<file path="src/rtl/vga_colorbar_driver.sv">
// VGA 640x480@60 timing generator with an 8-bar colour test pattern.
// Counters run at a divided pixel rate; sync and RGB are decoded from them.
module vga_colorbar_driver #(
    parameter int unsigned CLK_DIV  = 2,
    parameter int unsigned H_SYNC   = 96,
    parameter int unsigned H_BP     = 48,
    parameter int unsigned H_ACTIVE = 640,
    parameter int unsigned H_FP     = 16,
    parameter int unsigned V_SYNC   = 2,
    parameter int unsigned V_BP     = 33,
    parameter int unsigned V_ACTIVE = 480,
    parameter int unsigned V_FP     = 10
) (
    input  logic       I_clk,
    input  logic       I_rst_n,
    output logic [3:0] O_red,
    output logic [3:0] O_green,
    output logic [3:0] O_blue,
    output logic       O_hs,
    output logic       O_vs
);

    localparam int unsigned H_TOTAL = H_SYNC + H_BP + H_ACTIVE + H_FP;
    localparam int unsigned V_TOTAL = V_SYNC + V_BP + V_ACTIVE + V_FP;
    localparam int unsigned H_START = H_SYNC + H_BP;
    localparam int unsigned V_START = V_SYNC + V_BP;
    localparam int unsigned BAR_W   = H_ACTIVE / 8;

    localparam int unsigned H_W   = $clog2(H_TOTAL);
    localparam int unsigned V_W   = $clog2(V_TOTAL);
    localparam int unsigned DIV_W = (CLK_DIV > 1) ? $clog2(CLK_DIV) : 1;

    localparam logic [DIV_W-1:0] DIV_LAST  = DIV_W'(CLK_DIV - 1);
    localparam logic [H_W-1:0]   H_LAST    = H_W'(H_TOTAL - 1);
    localparam logic [V_W-1:0]   V_LAST    = V_W'(V_TOTAL - 1);
    localparam logic [H_W-1:0]   H_SYNC_C  = H_W'(H_SYNC);
    localparam logic [V_W-1:0]   V_SYNC_C  = V_W'(V_SYNC);
    localparam logic [H_W-1:0]   H_START_C = H_W'(H_START);
    localparam logic [H_W-1:0]   H_END_C   = H_W'(H_START + H_ACTIVE);
    localparam logic [V_W-1:0]   V_START_C = V_W'(V_START);
    localparam logic [V_W-1:0]   V_END_C   = V_W'(V_START + V_ACTIVE);

    typedef enum logic [2:0] {
        BAR_WHITE,
        BAR_YELLOW,
        BAR_CYAN,
        BAR_GREEN,
        BAR_MAGENTA,
        BAR_RED,
        BAR_BLUE,
        BAR_BLACK
    } bar_t;

    logic [DIV_W-1:0] div_cnt;
    logic [H_W-1:0]   h_cnt;
    logic [V_W-1:0]   v_cnt;
    logic             pix_en;
    logic             active;
    logic [H_W-1:0]   h_off;
    logic [2:0]       bar_num;
    bar_t             bar;
    logic [11:0]      rgb;

    // With CLK_DIV=1 the divider is a constant zero and pix_en stays high.
    assign pix_en = (div_cnt == DIV_LAST);

    always_ff @(posedge I_clk or negedge I_rst_n) begin
        if (!I_rst_n) begin
            div_cnt <= '0;
            h_cnt   <= '0;
            v_cnt   <= '0;
        end else begin
            div_cnt <= pix_en ? '0 : div_cnt + 1'b1;
            if (pix_en) begin
                if (h_cnt == H_LAST) begin
                    h_cnt <= '0;
                    v_cnt <= (v_cnt == V_LAST) ? '0 : v_cnt + 1'b1;
                end else begin
                    h_cnt <= h_cnt + 1'b1;
                end
            end
        end
    end

    always_comb begin
        active = (h_cnt >= H_START_C) && (h_cnt < H_END_C) &&
                 (v_cnt >= V_START_C) && (v_cnt < V_END_C);
        h_off  = h_cnt - H_START_C;
    end

    // Bar index by threshold compare rather than a divide by BAR_W.
    always_comb begin
        bar_num = '0;
        for (int unsigned i = 1; i < 8; i++) begin
            if (h_off >= H_W'(i * BAR_W))
                bar_num = bar_num + 3'd1;
        end
        bar = bar_t'(bar_num);
    end

    always_comb begin
        rgb = '0;
        if (active) begin
            case (bar)
                BAR_WHITE:   rgb = 12'hFFF;
                BAR_YELLOW:  rgb = 12'hFF0;
                BAR_CYAN:    rgb = 12'h0FF;
                BAR_GREEN:   rgb = 12'h0F0;
                BAR_MAGENTA: rgb = 12'hF0F;
                BAR_RED:     rgb = 12'hF00;
                BAR_BLUE:    rgb = 12'h00F;
                default:     rgb = 12'h000;
            endcase
        end
    end

    always_comb begin
        O_red   = rgb[11:8];
        O_green = rgb[7:4];
        O_blue  = rgb[3:0];
        O_hs    = (h_cnt >= H_SYNC_C);
        O_vs    = (v_cnt >= V_SYNC_C);
    end

endmodule

</file>
<file path="config.mk">
export PLATFORM = sky130hd
export DESIGN_NAME = vga_colorbar_driver
export DESIGN_NICKNAME = d
export VERILOG_FILES = /design/src/rtl/vga_colorbar_driver.sv
export SDC_FILE = /design/constraint.sdc
export NUM_CORES = 1
export LEC_CHECK = 0
export CORE_MARGIN = 2
export CORE_UTILIZATION = 59
export CTS_CLUSTER_DIAMETER = 80
export DETAILED_ROUTE_END_ITERATION = 16
export PLACE_DENSITY = 0.8
export RECOVER_POWER = 50
export REMOVE_ABC_BUFFERS = 1
export SYNTH_ARGS = -nofsm -noshare
export SYNTH_HDL_FRONTEND = slang
export SYNTH_SLANG_ARGS = --single-unit
</file>
<file path="constraint.sdc">
create_clock -name I_clk -period 6.9 [get_ports I_clk]
set_input_delay 0.69 -clock I_clk [delete_from_list [all_inputs] [get_ports I_clk]]
set_output_delay 0.69 -clock I_clk [all_outputs]
set_load 0.005 [all_outputs]
</file>
==> summary.md <==
| Metric | Value |
|---|---|
| Outcome | finished clean |
| GR Overflow Total | 0 |
| Crit path DAT | slightly below 6 ns |
| Min-delay src | v_cnt[6] |
| Worst-Skew Late Latency | roughly 0.3 ns |
| Crit. Startpoint | h_cnt[5] |
| Pre-CTS setup slack | between 0.4 and 0.5 ns |
| Die ar. | roughly 0.0039 mm2 |
| Buf+Inv Stages, Crit Path | 3 |
| Clock sinks | 21 |
| Post-Syn Instances | between 200 and 250 |
| Ranking of synthesized cells by area | dfrtp_1, ha_1, xnor2_1, nor2_1, xor2_1 |
| Syn_area_per_cell | approximately 8.6 um2 |
| Final Cycle Share | between 90% and 100% |
| Origin of the critical flop-to-flop path | h_cnt[5] |
| Die W | roughly 62 um |
| CP max-delay cell | clkdlybuf4s50_1 |
| Post-synthesis mux area share | around 2.8% |
| Drt via density | 5.55 |
| Gpl congestion | roughly 0.90 |
| Drc violations | 0 |
| Layout net count | ~250 |
| Max_cap viols | 0 |
| Worst min-delay path class | register to register |
| CP Cell Sequence | inv_1 > ha_4 > nor3b_2 > a211oi_1 > and2_1 > a21o_1 > inv_1 > ha_1 > xnor2_2 > ha_1 > mux2_2 > ha_1 > mux2_2 > ha_1 > mux2_2 > ha_1 > o22a_1 > a31oi_1 > clkdlybuf4s50_1 |
| Most frequent cell on the critical path | ha_1 |
| Final setup violation count | 0 |
| # H-tree levels | 1 |
| R2r setup slk | ~4.5 ns |
| Post-synth top area share | a little over a quarter |
| Clk pin slew, worst setup/hold paths | approximately 0.11 ns |
| Top Ports | 16 |
| Worst VDD drop | around 0.10 mV |
| CP Max Fanout | 14 |
| Synth Area in Adders | between 10% and 20% |
| Clk root buf | clkbuf_4 |
| Fin. Hold Viols | 0 |
| Fillers | 266 |
| Fin cells | 278 |
| Antenna violations before repair | 0 |
| Minimum clock period | 6.49 ns |
| Core area | approximately 0.0033 mm2 |
| Library cells used by synthesis | 56 |
| First-pass GRT wire length | 6620 um |
| Commonest non-fill, non-tap cell in the layout | nor2_1 |
| DR iter-0 viols | 60 |
| Fmax | about 150 MHz |
| CTS tree | built |
| Crit path kind | register to output pin |
| Delay-heaviest family, CP | adder cells |
| Post-Synth Simple-Gate Area | roughly a quarter |
| WHS | ~0.5 ns |
| PortBufs | 15 |
| DP Cell Count | ~270 |
| R2R Path End | v_cnt[3] |
| Ys async rst share | 100% |
| Clock buffer depth | 2 |
| Overall global routing resource usage | between 20% and 30% |
| Pwr dens | roughly 86 mW/mm2 |
| Via count | roughly 1500 |
| Synth Area in Compound Gates | approximately 12% |
| Initial core utilization | 60.6% |
| Final setup TNS | 0 ns |
| Worst EP required | slightly above 6 ns |
| Die Height | 62.1 um |
| Post-CTS setup buffers | 0 |
| Largest family of logic cells by synthesized area | simple AND/OR/NAND/NOR gates |
| Mapped cell area | around 0.002 mm2 |
| Vias in the first global route | 1497 |
| Crit path capture | O_red[2] |
| Synth Register Bits | 21 |
| Cell taking the most area after synthesis | dfrtp_1 |
| Most frequent cells in the layout | nor2_1, dfrtp_1, inv_1, nand2_1, ha_1 |
| Critical Path Max Stage Delay | 0.56 ns |
| R2R depth | 7 |
| Leakage | a little over 0.0009 uW |
| Synth Area in XOR/XNOR | about 14% |
| Seq. cell area | 528 um2 |
| Area grow syn2layout | 6.66% |
| Largest net degree at the start of global routing | 22 |
| Num CTS Buffers | 3 |
| Area of the multi-input gates | ~0.0013 mm2 |
| Critical path depth | 19 |
| Layout cell share with drive strength beyond 1 | about a tenth |
| Syn. warnings | 0 |
| Max Slew Vio Count | 0 |
| Ant diodes | 0 |
| Worst Skew | around 0.0037 ns |
| CP startpoint kind | register |
| Final WL | between 3000 and 4000 um |
| Std-Cell Rows | 21 |
| Instance area at placement | between 0.002 and 0.0025 mm2 |
| HPWL Detailed | between 2000 and 3000 um |
| Slew headroom | between 30% and 40% |
| Main synth FF type | dfrtp_1 |
| Actual slew at the worst max-slew pin | 0.978 ns |
| Crit end category | output pin |
| EDFF count, synth | 0 |
| Design area | between 0.002 and 0.0025 mm2 |
| Sequential element share of the synthesized area | a little over a quarter |
| Worst setup margin | slightly above 0.4 ns |
| Remaining antenna violation count | 0 |
| Post-CTS Hold Fix Bufs | 0 |
| DRT Pass-1 Iters | 4 |
| Routed WL per cell | roughly 13 um |
[logic make-up after synthesis]
| group | Yosys count |
|---|---|
| multiplexers | 5 |
| adder cells (fa/ha/maj) | 17 |
| flip-flops | 21 |
| AND/OR/NAND/NOR | 91 |
| buffers and inverters | 36 |
| AO/OA/AOI/OAI | 34 |
| XOR/XNOR | 27 |
[registers in the layout, summed over array words and instances (netlist names)]
signal	cells
h_cnt	10
v_cnt	10
div_cnt	1
[worst min-delay path by stage]
| stage | to | slack (ns) | cells past startpoint |
|---|---|---|---|
| finish | v_cnt[6] | 0.50 | 1 |
| CTS | v_cnt[6] | 0.51 | 1 |
| floorplan | div_cnt | 0.39 | 0 |
| global route | v_cnt[6] | 0.53 | 1 |
| global placement | v_cnt[6] | 0.49 | 1 |
| detailed placement | v_cnt[6] | 0.49 | 1 |
[area by class of cell]
class / count / share of cell area [%]
multi-input combinational: 174 / 60.8
inverter: 17 / 3.00
sequential: 21 / 24.9
clock buffer: 4 / 1.24
timing repair buffer: 16 / 7.42
tap: 46 / 2.71
[what timing repair did]
item,4_1_cts,5_1_grt
gates resized for setup,0,5
setup endpoints to repair,0,8
hold endpoints to repair,0,0
[per-stage QoR]
stage	total power [uW]	utilization [%]
floorplan	125	-
global placement	128	63.4
detailed placement	128	63.4
CTS	185	64.2
global route	190	64.7
finish	183	64.7
[report_power, final]
part	total (uW)	internal (uW)	switching, uW
sequential	123	123	0
clock	57.7	22.5	35.2
combinational	2.61	0.378	2.24
[cells in the mapped netlist, drive strengths merged, types with 2 or more instances]
| library cell | n |
|---|---|
| a31oi | 4 |
| dfrtp | 21 |
| nor2 | 26 |
| xor2 | 11 |
| nand4 | 7 |
| clkbuf | 2 |
| nor3 | 8 |
| and4 | 2 |
| nand2 | 17 |
| nor3b | 3 |
| nand2b | 4 |
| nand3 | 9 |
| a211oi | 3 |
| xnor2 | 15 |
| ha | 17 |
| or3 | 2 |
| o22ai | 2 |
| o21a | 2 |
| a21oi | 5 |
| o21ai | 6 |
| inv | 17 |
| buf | 17 |
| mux2 | 4 |
| o31a | 2 |
| and2 | 2 |
| nor4 | 2 |
[layer usage]
| metal | track usage, % | share of wire (%) | vias to the layer above |
|---|---|---|---|
| met2 | 34.0 | 47 | 29 |
| li1 | - | - | 790 |
| met1 | 29.6 | 48 | 724 |
| met4 | 1.94 | 0 | 0 |
| met5 | 0 | 0 | - |
| met3 | 4.35 | 4.2 | 0 |
(Power assumes the default switching activity.)
